[src/rtl/ts_cpu_bus_arb.sv]
// ts_cpu_bus_arb
//   Two-requester round-robin arbiter and sequencer for the local CPU register bus.
//   A granted transaction runs SETUP (1) -> STROBE (STB_CYCLES) -> HOLD (1) -> RESP (1),
//   then the arbiter returns to IDLE. Read data is sampled from the shared slave bus
//   in the last strobe cycle and returned on a one-cycle response pulse.
//
// Ports
//   clks, reset              clock, synchronous active-high reset
//   reqN_vld/rdy             request handshake (vld & rdy = transfer), N = 0, 1
//   reqN_wr/addr/wdata       request attributes, sampled on transfer
//   rspN_vld/rdata           completion pulse; rdata is 0 for writes
//   cpu_addr, cpu_data_in    bus address and write data (hold last value)
//   cpu_rd, cpu_wr           read/write strobes, only in STROBE
//   cpu_rd_dly1              cpu_rd delayed one cycle (slaves latch on its fall)
//   cpu_data_out             combined read data from slaves
module ts_cpu_bus_arb #(
    parameter int unsigned ADDR_WIDTH = 16,
    parameter int unsigned STB_CYCLES = 4
) (
    input  logic                  clks,
    input  logic                  reset,
    input  logic                  req0_vld,
    output logic                  req0_rdy,
    input  logic                  req0_wr,
    input  logic [ADDR_WIDTH-1:0] req0_addr,
    input  logic [31:0]           req0_wdata,
    output logic                  rsp0_vld,
    output logic [31:0]           rsp0_rdata,
    input  logic                  req1_vld,
    output logic                  req1_rdy,
    input  logic                  req1_wr,
    input  logic [ADDR_WIDTH-1:0] req1_addr,
    input  logic [31:0]           req1_wdata,
    output logic                  rsp1_vld,
    output logic [31:0]           rsp1_rdata,
    output logic [ADDR_WIDTH-1:0] cpu_addr,
    output logic                  cpu_rd,
    output logic                  cpu_rd_dly1,
    output logic                  cpu_wr,
    output logic [31:0]           cpu_data_in,
    input  logic [31:0]           cpu_data_out
);

    typedef enum logic [2:0] {
        StIdle,
        StSetup,
        StStrobe,
        StHold,
        StResp
    } state_e;

    localparam logic [3:0] StbLast = 4'(STB_CYCLES - 1);

    state_e                state_q, state_d;
    logic [3:0]            cnt_q, cnt_d;
    logic                  wr_q, wr_d;
    logic                  owner_q, owner_d;
    // Requester granted most recently; 1 at reset so requester 0 wins the first tie.
    logic                  last_q, last_d;
    logic [ADDR_WIDTH-1:0] addr_q, addr_d;
    logic [31:0]           wdata_q, wdata_d;
    logic [31:0]           rdata_q, rdata_d;
    logic                  rd_dly_q;
    logic                  grant0, grant1;
    logic                  in_strobe, in_resp;

    assign grant0 = req0_vld & (~req1_vld | last_q);
    assign grant1 = req1_vld & (~req0_vld | ~last_q);

    always_comb begin
        state_d  = state_q;
        cnt_d    = cnt_q;
        wr_d     = wr_q;
        owner_d  = owner_q;
        last_d   = last_q;
        addr_d   = addr_q;
        wdata_d  = wdata_q;
        rdata_d  = rdata_q;
        req0_rdy = 1'b0;
        req1_rdy = 1'b0;
        case (state_q)
            StIdle: begin
                req0_rdy = grant0;
                req1_rdy = grant1;
                if (grant0 | grant1) begin
                    state_d = StSetup;
                    owner_d = grant1;
                    last_d  = grant1;
                    wr_d    = grant1 ? req1_wr    : req0_wr;
                    addr_d  = grant1 ? req1_addr  : req0_addr;
                    wdata_d = grant1 ? req1_wdata : req0_wdata;
                end
            end
            StSetup: begin
                state_d = StStrobe;
                cnt_d   = '0;
            end
            StStrobe: begin
                if (cnt_q == StbLast) begin
                    state_d = StHold;
                    // Sample read data at the end of the strobe, before slaves release it.
                    if (!wr_q) begin
                        rdata_d = cpu_data_out;
                    end
                end else begin
                    cnt_d = cnt_q + 4'd1;
                end
            end
            StHold: begin
                state_d = StResp;
            end
            StResp: begin
                state_d = StIdle;
            end
            default: begin
                state_d = StIdle;
            end
        endcase
    end

    always_ff @(posedge clks) begin
        if (reset) begin
            state_q  <= StIdle;
            cnt_q    <= '0;
            wr_q     <= 1'b0;
            owner_q  <= 1'b0;
            last_q   <= 1'b1;
            addr_q   <= '0;
            wdata_q  <= '0;
            rdata_q  <= '0;
            rd_dly_q <= 1'b0;
        end else begin
            state_q  <= state_d;
            cnt_q    <= cnt_d;
            wr_q     <= wr_d;
            owner_q  <= owner_d;
            last_q   <= last_d;
            addr_q   <= addr_d;
            wdata_q  <= wdata_d;
            rdata_q  <= rdata_d;
            rd_dly_q <= cpu_rd;
        end
    end

    assign in_strobe   = (state_q == StStrobe);
    assign in_resp     = (state_q == StResp);

    assign cpu_rd      = in_strobe & ~wr_q;
    assign cpu_wr      = in_strobe & wr_q;
    assign cpu_rd_dly1 = rd_dly_q;
    assign cpu_addr    = addr_q;
    assign cpu_data_in = wdata_q;

    assign rsp0_vld    = in_resp & ~owner_q;
    assign rsp1_vld    = in_resp & owner_q;
    assign rsp0_rdata  = (rsp0_vld & ~wr_q) ? rdata_q : 32'h0;
    assign rsp1_rdata  = (rsp1_vld & ~wr_q) ? rdata_q : 32'h0;

endmodule

[config.mk]
export PLATFORM = sky130hd
export DESIGN_NAME = ts_cpu_bus_arb
export DESIGN_NICKNAME = d
export VERILOG_FILES = /design/src/rtl/ts_cpu_bus_arb.sv
export SDC_FILE = /design/constraint.sdc
export NUM_CORES = 1
export LEC_CHECK = 0
export BUFFER_PORTS_ARGS = -buffer_cell sky130_fd_sc_hd__buf_2
export CAP_MARGIN = 20
export CORE_MARGIN = 2
export CORE_UTILIZATION = 50
export CTS_BUF_LIST = sky130_fd_sc_hd__clkbuf_2
export CTS_CLUSTER_DIAMETER = 50
export DETAILED_ROUTE_END_ITERATION = 12
export GPL_ROUTABILITY_DRIVEN = 0
export PLACE_DENSITY = 0.95
export REMOVE_ABC_BUFFERS = 1
export SYNTH_ARGS = -nofsm -noshare
export SYNTH_HDL_FRONTEND = slang
export SYNTH_SLANG_ARGS = --single-unit
[constraint.sdc]
create_clock -name clks -period 4.6 [get_ports clks]
set_clock_uncertainty 0.05 [all_clocks]
set_input_delay 0.69 -clock clks [delete_from_list [all_inputs] [get_ports clks]]
set_output_delay 0.69 -clock clks [all_outputs]
set_load 0.005 [all_outputs]
==> flow_summary_export.csv <==
group,metric,value,unit
placement,place_ws,1620,ps
global_routing,overflow,0,
clock_network,cts_buffer_depth,2,
floorplan,dieArea,0.00980,mm2
synth,synth.yosys.seq_area_share,0.404,
clock_network,cts_setup_buffers,0,
synth,yosysUniqueCellTypes,41,
sta,hold_viol,0,
detailed_routing,drt_wl_total,13800,um
min_path,hp-class,"in -> reg",
synth,muxShareOfSynthArea,0.109,
clock_network,cts_htree_levels,3,
synth,synth_edf_count,0,
synth,synthCells,509,
worst_setup_path,cp-start-kind,"register",
synth,ys.flop_type,"dfxtp_1",
synth,yosys_warnings,0,
detailed_routing,via_per_inst,5.64,
worst_setup_path,crit_start,"state_q[1]",
synth,ys_ff_latch,91,
global_routing,antenna_found_initial,0,
power,power.density,348,mW/mm2
worst_setup_path,arrival,2790,ps
global_routing,grt_pass1_vias,4471,
sta,rsz0062_at_grt,"false",
layout,fill_cells,670,
clock_network,cts.repair.resized,0,
clock_network,cts_tree,"done",
clock_network,cts_root_buffer,"clkbuf_2",
detailed_routing,antenna_left,0,
detailed_routing,vias,4702,
clock_network,holdBufCountCts,0,
sta,setup_viol,0,
layout,drive_gt1_frac,0.388,
worst_setup_path,cp_max_fo,34,
sta,tightest_slew,1080,ps
sta,fin_hold_ws,324,ps
sta,slew_headroom,0.277,
sta,finalCritPeriodShare,0.768,
worst_setup_path,worst_setup_path_end_kind,"output pin",
layout,fin_util,0.662,
layout,area_growth,27.9,%
floorplan,start_util,0.518,
synth,async_reset_ff_frac,0,
synth,synth_compound_area_frac,0.233,
detailed_routing,wl_per_cell,16.5,um
floorplan,io_pins,253,
worst_setup_path,critPathRequiredTime,3860,ps
detailed_routing,drtIter0Drc,160,
sta,finalCriticalPeriod,3530,ps
floorplan,core-area,0.00872,mm2
synth,synth_adder_area_share,0.00277,
layout,diodes,0,
global_routing,track_usage,0.272,
placement,place_area,0.00564,mm2
worst_setup_path,r2r_start,"state_q[1]",
floorplan,die_h,99.0,um
sta,drv_slew,0,
clock_network,cts.sinks,91,
worst_setup_path,regToRegSetupSlack,2000,ps
sta,setup-tns-final,0,ps
sta,fmax,283,MHz
sta,final.setup.worst_slack,1070,ps
layout,fin_nets,855,
min_path,hp-start,"cpu_data_out[16]",
global_routing,grt_pass1_wl,21600,um
layout,fin_area,0.00577,mm2
detailed_routing,route.detailed.drc,0,
synth,syn_area,0.00451,mm2
power,p_leak,2.71,nW
clock_network,numCtsBuffers,9,
power,ir_drop,0.257,mV
worst_setup_path,crit_type,"reg -> out",
synth,synthSimpleGateAreaFrac,0.171,
global_routing,grt_max_degree,52,
synth,syn_avg_cell_area,8.87,um2
placement,portBuffers,252,
run_status,status,"completed",
floorplan,rows,34,
clock_network,clock_latency,530,ps
detailed_routing,drt_pass1_iterations,4,
clock_network,clkTransAtPathRegs,250,ps
flow_run,max-cap-violations,0,
placement,dpl.hpwl,10100,um
synth,synth_top_family_by_area,"compound AO/OA/AOI/OAI gates",
floorplan,die_x,99.0,um
synth,synthXorXnorAreaFrac,0.00194,
## layout make-up
type,count,area (um2),share of cell area
Timing Repair Buffer,257,1300,0.225
Inverter,6,27.5,0.00477
Clock buffer,12,60.1,0.0104
Multi-Input combinational cell,355,2350,0.408
Clock inverter,4,75.1,0.0130
Sequential cell,91,1820,0.316
Tap cell,108,135,0.0234
## through the flow
step / total power [mW] / std cells
2_1_floorplan: 1.31 / 452
3_3_place_gp: 1.54 / 817
3_5_place_dp: 1.57 / 817
4_1_cts: 2.02 / 833
5_1_grt: 2.12 / 833
6_report: 2.01 / 833
## cells by family (layout without fill, tap and decap cells)
kind of cell	count (synthesis)	in the layout
AOI/OAI and AO/OA	178	178
and+or+nand+nor	126	126
DFF	91	91
buffers and inverters	63	279
muxes	49	49
adders and majority gates	1	1
xor gates and xnor gates	1	1
## worst paths after layout
path,end,cells past startpoint
min,rdata_q[16],3
min reg2reg,rdata_q[15],2
max reg2reg,cpu_data_in[24],3
max,cpu_rd,3
## cell usage after synthesis (3+ instances only)
cell	n	area, um2
dfxtp_1	91	1820
a21oi_1	83	415
and2_1	67	419
a211oi_1	49	368
mux2i_1	49	490
nand3_1	32	160
o21ai_0	29	145
clkbuf_1	21	78.8
buf_2	17	85.1
buf_6	10	113
clkbuf_2	6	30.0
nor2_1	6	22.5
o21ai_1	6	30.0
inv_1	5	18.8
nand4_1	3	18.8
nor3b_1	3	22.5
## worst max-delay path, cell delays in order (launching register included)
cell and delay, ps:
dfxtp_1 730, or4b_1 970, clkinv_4 400, buf_2 170
## flip-flops by register name (all words and copies together) (netlist names)
| register | cells |
|---|---|
| last_q | 1 |
| cpu_addr | 16 |
| cpu_data_in | 32 |
| cpu_rd_dly1 | 1 |
| state_q | 3 |
| cnt_q | 4 |
| owner_q | 1 |
| wr_q | 1 |
| rdata_q | 32 |
## report_power, final
group,total [mW],internal (mW),switching (mW)
clock,0.451,0.186,0.264
combinational,0.583,0.249,0.334
sequential,0.974,0.896,0.0780
total,2.01,1.33,0.677
## routing by layer
metal  up-vias  wire [um]  global-route usage
met1      2185       5010               0.302
met4         0        306              0.0959
met5         -          0                   0
li1       2249          -                   -
met3        25       1320              0.0851
met2       243       7140               0.488
## cells in the final DEF, fill, tap and decap left out, types with 2 or more instances in the layout
master	netlist	routed
o21ai_1	6	6
nand3_1	32	32
nor3b_1	3	2
clkinvlp_4	0	2
a211o_1	2	2
and3_1	2	2
bufinv_16	0	2
inv_1	5	5
nor2_1	6	6
nor3_4	2	3
nor2b_1	2	2
nand4_1	3	3
a211oi_1	49	49
or4b_1	2	2
clkbuf_2	6	12
mux2i_1	49	49
and2_1	67	66
a21oi_1	83	83
a31oi_1	2	2
buf_2	17	252
dfxtp_1	91	91
o21ai_0	29	29
buf_4	1	5
nand2_1	2	2
(Power assumes the default switching activity.)
